### config.mk
export PLATFORM = sky130hd
export DESIGN_NAME = vip_sobel_gradient_dir
export DESIGN_NICKNAME = d
export VERILOG_FILES = /design/src/rtl/vip_sobel_gradient_dir.sv
export SDC_FILE = /design/constraint.sdc
export NUM_CORES = 1
export LEC_CHECK = 0
export ABC_AREA = 1
export CAP_MARGIN = 30
export CORE_MARGIN = 5
export CORE_UTILIZATION = 65
export CTS_BUF_LIST = sky130_fd_sc_hd__clkbuf_4 sky130_fd_sc_hd__clkbuf_8
export DETAILED_ROUTE_END_ITERATION = 8
export HOLD_SLACK_MARGIN = 0.05
export PLACE_DENSITY = 0.92
export SETUP_SLACK_MARGIN = 0.1
export SYNTH_ARGS = -nofsm -noshare
export SYNTH_HDL_FRONTEND = slang
export SYNTH_SLANG_ARGS = --single-unit
### constraint.sdc
create_clock -name clk -period 12.25 [get_ports clk]
set_input_delay 1.8375 -clock clk [delete_from_list [all_inputs] [get_ports clk]]
set_output_delay 1.8375 -clock clk [all_outputs]
set_load 0.02 [all_outputs]
### src/rtl/vip_sobel_gradient_dir.sv
// Sobel gradient magnitude/direction with per-frame configuration shadowing
// and per-frame edge-pixel statistics. Four-stage pipeline, free-running.
module vip_sobel_gradient_dir #(
  parameter int unsigned  DATA_W        = 8,
  parameter int unsigned  DEF_THRESHOLD = 250,
  parameter int unsigned  DEF_MODE      = 0,
  parameter int unsigned  CNT_W         = 20,
  localparam int unsigned MAG_W         = DATA_W + 3
) (
  input  logic              clk,
  input  logic              rst_n,
  input  logic              per_frame_vsync,
  input  logic              per_frame_href,
  input  logic              per_frame_clken,
  input  logic [DATA_W-1:0] matrix_p11,
  input  logic [DATA_W-1:0] matrix_p12,
  input  logic [DATA_W-1:0] matrix_p13,
  input  logic [DATA_W-1:0] matrix_p21,
  input  logic [DATA_W-1:0] matrix_p22,
  input  logic [DATA_W-1:0] matrix_p23,
  input  logic [DATA_W-1:0] matrix_p31,
  input  logic [DATA_W-1:0] matrix_p32,
  input  logic [DATA_W-1:0] matrix_p33,
  input  logic [MAG_W-1:0]  cfg_threshold,
  input  logic              cfg_mode,
  output logic              post_frame_vsync,
  output logic              post_frame_href,
  output logic              post_frame_clken,
  output logic [MAG_W-1:0]  post_grad_mag,
  output logic [1:0]        post_grad_dir,
  output logic              post_edge_bit,
  output logic [CNT_W-1:0]  frame_edge_count,
  output logic              frame_stat_valid
);

  // Weighted sums span 4*(2^DATA_W-1); products for the direction test need
  // room for |g| * 618 (< 2^10).
  localparam int unsigned SUM_W  = DATA_W + 2;
  localparam int unsigned PROD_W = SUM_W + 10;

  localparam logic [PROD_W-1:0] K_SHALLOW    = PROD_W'(106);
  localparam logic [PROD_W-1:0] K_STEEP      = PROD_W'(618);
  localparam logic [MAG_W-1:0]  THR_RESET    = MAG_W'(DEF_THRESHOLD);
  localparam logic              MODE_RESET   = (DEF_MODE != 0);

  // 2-bit direction codes
  typedef enum logic [1:0] {
    DIR_HORZ = 2'd0,
    DIR_DIAG = 2'd1,
    DIR_VERT = 2'd2,
    DIR_ANTI = 2'd3
  } dir_e;

  // Sync delay lines (index 3 drives the outputs)
  logic [3:0] vs_q, hr_q, ce_q;

  // Configuration shadows
  logic [MAG_W-1:0] thr_q, thr_d;
  logic             mode_q, mode_d;
  logic             shadow_load;

  // Stage 1
  logic [SUM_W-1:0] s1_colr_d, s1_coll_d, s1_rowt_d, s1_rowb_d;
  logic [SUM_W-1:0] s1_colr_q, s1_coll_q, s1_rowt_q, s1_rowb_q;

  // Stage 2
  logic [SUM_W-1:0] s2_ax_d, s2_ay_d, s2_ax_q, s2_ay_q;
  logic             s2_sx_d, s2_sy_d, s2_sx_q, s2_sy_q;

  // Stage 3
  logic [PROD_W-1:0] ax_w, ay256, lim_lo, lim_hi;
  logic [SUM_W-1:0]  g_max, g_min;
  logic [MAG_W-1:0]  s3_mag_d, s3_mag_q;
  dir_e              s3_dir_d, s3_dir_q;

  // Stage 4 / outputs
  logic [MAG_W-1:0] mag_q, mag_d;
  logic [1:0]       dir_q, dir_d;
  logic             edge_q, edge_d;

  // Frame statistics
  logic             post_vs_prev_q;
  logic             vs_rise, cnt_inc;
  logic [CNT_W-1:0] cnt_q, cnt_d, cnt_base;
  logic [CNT_W-1:0] fec_q, fec_d;
  logic             stat_q, stat_d;

  // Sync signals ride alongside the data through all four stages
  always_ff @(posedge clk or negedge rst_n) begin
    if (!rst_n) begin
      vs_q <= '0;
      hr_q <= '0;
      ce_q <= '0;
    end else begin
      vs_q <= {vs_q[2:0], per_frame_vsync};
      hr_q <= {hr_q[2:0], per_frame_href};
      ce_q <= {ce_q[2:0], per_frame_clken};
    end
  end

  // Shadows reload when the 2-clk-delayed vsync rises, before any pixel of the frame
  always_comb begin
    shadow_load = vs_q[1] & ~vs_q[2];
    thr_d       = thr_q;
    mode_d      = mode_q;
    if (shadow_load) begin
      thr_d  = cfg_threshold;
      mode_d = cfg_mode;
    end
  end

  // Shadow registers
  always_ff @(posedge clk or negedge rst_n) begin
    if (!rst_n) begin
      thr_q  <= THR_RESET;
      mode_q <= MODE_RESET;
    end else begin
      thr_q  <= thr_d;
      mode_q <= mode_d;
    end
  end

  // S1: row and column weighted sums
  always_comb begin
    s1_colr_d = {2'b00, matrix_p13} + {1'b0, matrix_p23, 1'b0} + {2'b00, matrix_p33};
    s1_coll_d = {2'b00, matrix_p11} + {1'b0, matrix_p21, 1'b0} + {2'b00, matrix_p31};
    s1_rowt_d = {2'b00, matrix_p11} + {1'b0, matrix_p12, 1'b0} + {2'b00, matrix_p13};
    s1_rowb_d = {2'b00, matrix_p31} + {1'b0, matrix_p32, 1'b0} + {2'b00, matrix_p33};
  end

  // S2: absolute gradients and signs; subtracting the smaller sum avoids signed math
  always_comb begin
    if (s1_colr_q >= s1_coll_q) begin
      s2_ax_d = s1_colr_q - s1_coll_q;
      s2_sx_d = 1'b0;
    end else begin
      s2_ax_d = s1_coll_q - s1_colr_q;
      s2_sx_d = 1'b1;
    end
    if (s1_rowt_q >= s1_rowb_q) begin
      s2_ay_d = s1_rowt_q - s1_rowb_q;
      s2_sy_d = 1'b0;
    end else begin
      s2_ay_d = s1_rowb_q - s1_rowt_q;
      s2_sy_d = 1'b1;
    end
  end

  // S3: magnitude by mode and quantised direction (tan 22.5 ~ 106/256, tan 67.5 ~ 618/256)
  always_comb begin
    ax_w   = {10'd0, s2_ax_q};
    ay256  = {2'b00, s2_ay_q, 8'd0};
    lim_lo = ax_w * K_SHALLOW;
    lim_hi = ax_w * K_STEEP;
    if (s2_ax_q >= s2_ay_q) begin
      g_max = s2_ax_q;
      g_min = s2_ay_q;
    end else begin
      g_max = s2_ay_q;
      g_min = s2_ax_q;
    end
    if (mode_q)
      s3_mag_d = {1'b0, g_max} + {1'b0, (g_min >> 1)};
    else
      s3_mag_d = {1'b0, s2_ax_q} + {1'b0, s2_ay_q};
    s3_dir_d = DIR_HORZ;
    if (s2_ax_q == '0 && s2_ay_q == '0)
      s3_dir_d = DIR_HORZ;
    else if (ay256 < lim_lo)
      s3_dir_d = DIR_HORZ;
    else if (ay256 > lim_hi)
      s3_dir_d = DIR_VERT;
    else if (s2_sx_q == s2_sy_q)
      s3_dir_d = DIR_DIAG;
    else
      s3_dir_d = DIR_ANTI;
  end

  // S4: threshold compare, outputs blanked outside active line
  always_comb begin
    mag_d  = '0;
    dir_d  = '0;
    edge_d = 1'b0;
    if (hr_q[2]) begin
      mag_d  = s3_mag_q;
      dir_d  = s3_dir_q;
      edge_d = (s3_mag_q >= thr_q);
    end
  end

  // Pipeline data registers S1..S4
  always_ff @(posedge clk or negedge rst_n) begin
    if (!rst_n) begin
      s1_colr_q <= '0;
      s1_coll_q <= '0;
      s1_rowt_q <= '0;
      s1_rowb_q <= '0;
      s2_ax_q   <= '0;
      s2_ay_q   <= '0;
      s2_sx_q   <= 1'b0;
      s2_sy_q   <= 1'b0;
      s3_mag_q  <= '0;
      s3_dir_q  <= DIR_HORZ;
      mag_q     <= '0;
      dir_q     <= '0;
      edge_q    <= 1'b0;
    end else begin
      s1_colr_q <= s1_colr_d;
      s1_coll_q <= s1_coll_d;
      s1_rowt_q <= s1_rowt_d;
      s1_rowb_q <= s1_rowb_d;
      s2_ax_q   <= s2_ax_d;
      s2_ay_q   <= s2_ay_d;
      s2_sx_q   <= s2_sx_d;
      s2_sy_q   <= s2_sy_d;
      s3_mag_q  <= s3_mag_d;
      s3_dir_q  <= s3_dir_d;
      mag_q     <= mag_d;
      dir_q     <= dir_d;
      edge_q    <= edge_d;
    end
  end

  // Frame statistics: a counted pixel coinciding with the vsync rise starts the new frame at 1
  always_comb begin
    vs_rise  = vs_q[3] & ~post_vs_prev_q;
    cnt_inc  = edge_q & ce_q[3];
    cnt_base = vs_rise ? '0 : cnt_q;
    cnt_d    = cnt_base;
    if (cnt_inc && cnt_base != '1)
      cnt_d = cnt_base + 1'b1;
    fec_d  = vs_rise ? cnt_q : fec_q;
    stat_d = vs_rise;
  end

  // Statistics registers
  always_ff @(posedge clk or negedge rst_n) begin
    if (!rst_n) begin
      post_vs_prev_q <= 1'b0;
      cnt_q          <= '0;
      fec_q          <= '0;
      stat_q         <= 1'b0;
    end else begin
      post_vs_prev_q <= vs_q[3];
      cnt_q          <= cnt_d;
      fec_q          <= fec_d;
      stat_q         <= stat_d;
    end
  end

  assign post_frame_vsync = vs_q[3];
  assign post_frame_href  = hr_q[3];
  assign post_frame_clken = ce_q[3];
  assign post_grad_mag    = mag_q;
  assign post_grad_dir    = dir_q;
  assign post_edge_bit    = edge_q;
  assign frame_edge_count = fec_q;
  assign frame_stat_valid = stat_q;

endmodule

# Yosys cells after proc, flatten, opt, wreduce, memory -nomap -nowiden

Index checks and enable logic that the tools add are counted.

Bits of input ports: 89
Output and inout bits: 38
Word-level logic and storage cells: 72
Register bits after elaboration: 155

Eq/ne operators: 2
Reductions and logical operators: 4
Bitwise operators: 5
Multiplexer cells: 16
Multipliers: 2
Add/subtract/negate cells: 15
Order comparisons: 6

Operators with widths:

| cell                                                                  | count |
|---|---|
| 10-bit by 8-bit adder with 10-bit output                              | 4 |
| 8-bit by 9-bit adder with 10-bit output                               | 4 |
| 10-bit 2-to-1 mux                                                     | 4 |
| 20-bit 2-to-1 mux                                                     | 2 |
| 10-bit subtractor                                                     | 4 |
| 10-bit >= comparator                                                  | 3 |
| 11-bit 2-to-1 mux                                                     | 2 |
| 20-bit by 1-bit adder with 20-bit output (second input constant)      | 1 |
| 18-bit by 20-bit > comparator with 1-bit output                       | 1 |
| 10-bit zero test                                                      | 2 |
| 20-bit inequality test (second input constant)                        | 1 |
| 10-bit by 9-bit multiplier with 19-bit output (second input constant) | 1 |
| 18-bit by 17-bit < comparator with 1-bit output                       | 1 |
| 10-bit by 6-bit multiplier with 16-bit output (second input constant) | 1 |
| 10-bit by 10-bit adder with 11-bit output                             | 1 |
| 10-bit by 9-bit adder with 11-bit output                              | 1 |
| 11-bit >= comparator                                                  | 1 |
| 2-bit 2-to-1 mux                                                      | 5 |
| 1-bit bitwise AND                                                     | 3 |
| 1-bit 2-to-1 mux                                                      | 3 |
| 1-bit logical AND                                                     | 2 |
| 1-bit NOT                                                             | 2 |
| 1-bit == test                                                         | 1 |

# Longest topological paths before layout

Depth in word-level cells: 6
Depth in mapped cells: 27

# Least setup slack after synthesis

No wires, ideal clock.

Path kind: register to register
Start point: reg s2_ax_q[7]
End point: reg s3_dir_q[0]
Period minus slack after synthesis: 4.417 ns
Stages on the path, launching flop included: 26
Path slack: 7.833 ns
Path buffers: 0
Setup time: 0.114 ns
Data arrival time: 4.302 ns
Cell sequence: dfrtp_1 ha_1 fa_1 inv_1 fa_1 fa_1 inv_1 ha_1 a21o_1 a21oi_1 nand2_1 nand2_1 nand2_1 nand2_1 nand2_1 xnor2_1 ha_1 nand2_1 nor2_1 nand2_1 nand2_1 nand2_1 nand2_1 nand3_1 nand3_1 inv_1

Cells in the longest elaborated chain, start to end: 5
Elaborated cells between the ends (all ways): 9
Classes of those cells: 2 x mul; 2 x order compare; 3 x mux; 2 x reduce/logical

RTL lines:

| what                                            | line | text |
|---|---|---|
| from (decl)                                     | 67   | `logic [SUM_W-1:0] s2_ax_d, s2_ay_d, s2_ax_q, s2_ay_q;` |
| from (signal assigned)                          | 198  | `s2_ax_q <= '0;` |
| from (signal assigned)                          | 212  | `s2_ax_q <= s2_ax_d;` |
| 10-bit by 9-bit multiplier with 19-bit output   | 154  | `lim_hi = ax_w * K_STEEP;` |
| 18-bit by 20-bit > comparator with 1-bit output | 171  | `else if (ay256 > lim_hi)` |
| 2-bit 2-to-1 mux                                | 171  |  |
| 2-bit 2-to-1 mux                                | 169  | `else if (ay256 < lim_lo)` |
| 2-bit 2-to-1 mux *                              | 167  | `if (s2_ax_q == '0 && s2_ay_q == '0)` |
| net s3_dir_d[0]                                 | 74   | `dir_e s3_dir_d, s3_dir_q;` |
| to (signal assigned)                            | 217  | `s3_dir_q <= s3_dir_d;` |
| to (decl)                                       | 74   |  |

The timed path passes the listed nets; every way through them passes the cells marked *.
A chain may end at the register's enable or synchronous reset.

# Final worst setup path

Start point: reg s2_ax_q[9]
End point: reg s3_dir_q[0]

Same word-level chain as after synthesis.

==> impl_metrics.ini <==
[outcome]
status = finished, final reports clean

[detailed_routing]
final_antenna_net_count = 0
vias = 11900
dr.first_iter.drc_count = 836
drt_wl_total_um = 35000
first_pass_iters = 5
drc_errors = 0
wire_per_inst_um = 16.7
viasPerCell = 5.66

[clocking]
clock_sinks = 155
post_cts_buffers = 0
cts_tree = done
ctsResizeCount = 0
htree_num_levels = 4
cts_hold_buf = 0
cts_root_buf = clkbuf_8
cts_made_buffers = 17
clk_latency_ns = 0.47
clk_pin_slew_ns = 0.09
clock_path_buffers = 2

[synth]
synth_nets = 2072
yosys_warnings = 0
async_reset_ff_share_pct = 100
synth_area_um2 = 14000
synth_enable_flop_cells = 0
synth_top_family_by_area = adder cells
synth_mux_area_share_pct = 0.152
ys_ff_latch = 155
synth_compound_area_share_pct = 10.4
ys.flop_type = dfrtp_1
synth_xor_area_share_pct = 6.02
syn_area_per_cell_um2 = 8.22
ys_types = 47
synth-simple-area-share_pct = 16.9
seq_area_frac_synth_pct = 27.8
syn_inst = 1700
synthAdderAreaFrac_pct = 29.2

[floorplan]
dieArea_um2 = 24500
core_um2 = 21100
start_util_pct = 66.2
die_y_um = 157
io_pins = 127
die_w_um = 157
rows = 53

[sta]
setup_violations = 0
skew_ns = 0.0187
hold_ws_ns = 0.359
max_freq_ghz = 0.194
slew_violations = 0
hold_violations = 0
rsz0062_at_grt = no
relSlewSlack_pct = 38.3
finalCritPeriodShare_pct = 42.2
fin_crit_ns = 5.17
tns_ns = 0
tightestPinTransition_ns = 0.925

[critical_path]
cp_max_fo = 9
cp.required_ns = 12.61
end_kind = register
cp.arrival_ns = 5.53
r2r_cells = 25
cp-start-kind = register
worstSetupPathType = register to register

[global_routing]
grt_overflow_total = 0
grt_use_total_pct = 29.2
grt_pass1_vias = 12100
grt_pass1_wl_um = 57700
antenna_found_initial = 0
grt_max_degree = 83

[flow_run]
maxCapViolCount = 0

[place]
place_congestion = 0.946
place_area_um2 = 15400
hpwl_um = 28500
io_buffer_count = 118

[min_path]
min_path_type = register to register
hold_depth = 0

[finish]
antenna_cells = 0
nets = 2181
n_fill_cell = 1518
final_area_um2 = 15800
areaGrowthSynthToFinish_pct = 13.0
seq_area_um2 = 3890
drive_gt1_share_pct = 3.57
multi_input_area_um2 = 8760
-- cells by family after synthesis --
family          after synthesis
flops                       155
fa+ha+maj                   283
mux                           2
buf+inv                     340
simple gates                556
xor+xnor                     96
compound gates              268
-- critical path, cell delays in order, from the launching register on --
cell and delay (ns):
dfrtp_1 0.67, ha_1 0.37, fa_1 0.52, inv_1 0.05, fa_1 0.47, fa_1 0.56
inv_1 0.06, ha_1 0.36, a21o_1 0.22, a21oi_1 0.12, nand2_1 0.12, nand2_1 0.08
nand2_1 0.08, nand2_1 0.07, nand2_1 0.06, xnor2_1 0.14, ha_1 0.31, nand2_1 0.08
nor2_1 0.15, nand2_1 0.07, nand2_1 0.06, nand2_1 0.05, nand2_1 0.05, nand3_1 0.17
nand3_1 0.13, inv_1 0.04
-- Yosys cell counts (4+ instances only) --
| master | n | area, µm² |
|---|---|---|
| o211ai_1 | 6 | 45.0 |
| o2111ai_1 | 7 | 61.3 |
| xnor2_1 | 32 | 280 |
| o21ai_0 | 90 | 450 |
| ha_1 | 212 | 2650 |
| clkbuf_1 | 13 | 48.8 |
| o21bai_1 | 6 | 45.0 |
| o21ai_1 | 11 | 55.1 |
| buf_6 | 4 | 45.0 |
| nor2_1 | 84 | 315 |
| dfstp_2 | 6 | 158 |
| a31oi_1 | 5 | 31.3 |
| a211oi_1 | 5 | 37.5 |
| inv_1 | 305 | 1140 |
| nand3_1 | 55 | 275 |
| xor2_1 | 64 | 561 |
| buf_2 | 8 | 40.0 |
| nand3b_1 | 4 | 30.0 |
| fa_1 | 71 | 1420 |
| nor3_1 | 12 | 60.1 |
| a21oi_1 | 123 | 616 |
| nand2_1 | 350 | 1310 |
| dfrtp_1 | 149 | 3730 |
| a21o_1 | 5 | 37.5 |
| nand4_1 | 28 | 175 |
| nor2_2 | 4 | 25.0 |
| nor2_4 | 4 | 45.0 |
| o21a_1 | 4 | 30.0 |
| clkbuf_2 | 4 | 20.0 |
-- layer usage --
layer	part of all wire, %	GRT usage [%]	vias to the layer above
li1	-	-	5661
met1	39	35.3	5553
met2	49	51.7	520
met3	7.1	4.92	125
met4	4.4	12.3	0
met5	0	0	-
-- cell usage in the layout, fill, tap and decap left out, drive strengths merged, types with 2 or more instances in the layout --
cell           instances
a31oi                  5
a211oi                 5
nor3                  14
dfrtp                149
clkdlybuf4s50        117
nor2                  92
o21a                   4
clkbuf                17
nand2                354
nand3                 56
fa                    71
xnor2                 32
or2                    3
o21bai                 6
clkinv                 5
nor4                   3
xor2                  64
inv                  317
ha                   212
a21o                   5
o2111ai                7
nor3b                  2
a21oi                123
nand3b                 4
buf                    5
o221ai                 2
nand4                 28
o21ai                101
o211ai                 6
dfstp                  6
-- sequential cells by signal, indices dropped and copies added, names as in the netlist, 10 cells and up --
signal / cells
cnt_q: 20
frame_edge_count: 20
post_grad_mag: 11
s1_coll_q: 10
s1_colr_q: 10
s1_rowb_q: 10
s1_rowt_q: 10
s2_ax_q: 10
s2_ay_q: 10
s3_mag_q: 11
thr_q: 11
-- layout make-up --
cell class / instances / share of cell area (%)
Multi-Input combinational cell: 1205 / 55.5
Sequential cell: 155 / 24.6
Clock inverter: 15 / 1.06
Inverter: 308 / 7.32
Clock buffer: 17 / 1.48
Timing Repair Buffer: 122 / 7.85
Tap cell: 275 / 2.18
-- worst paths after layout --
check | startpoint | endpoint | slack, ns
setup / recovery | s2_ax_q[9] | s3_dir_q[0] | 7.08
hold / removal | ce_q[1] | ce_q[2] | 0.36
setup reg to reg | s2_ax_q[9] | s3_dir_q[0] | 7.08
hold reg to reg | ce_q[1] | ce_q[2] | 0.36
max in group asynchronous | rst_n | s1_colr_q[9] | 9.83
min in group asynchronous | rst_n | post_grad_mag[2] | 1.35
-- stage by stage --
stage	util (%)	cells	worst slack, ns
3_3_place_gp	72.8	2063	7.31
2_1_floorplan	-	1700	7.83
6_report	74.9	2097	7.08
5_1_grt	74.9	2097	6.89
4_1_cts	74.7	2096	7.18
3_5_place_dp	72.8	2064	7.19
Power is not shown: default switching activity piles up to over one toggle a cycle in this logic, so the estimate is an artifact.
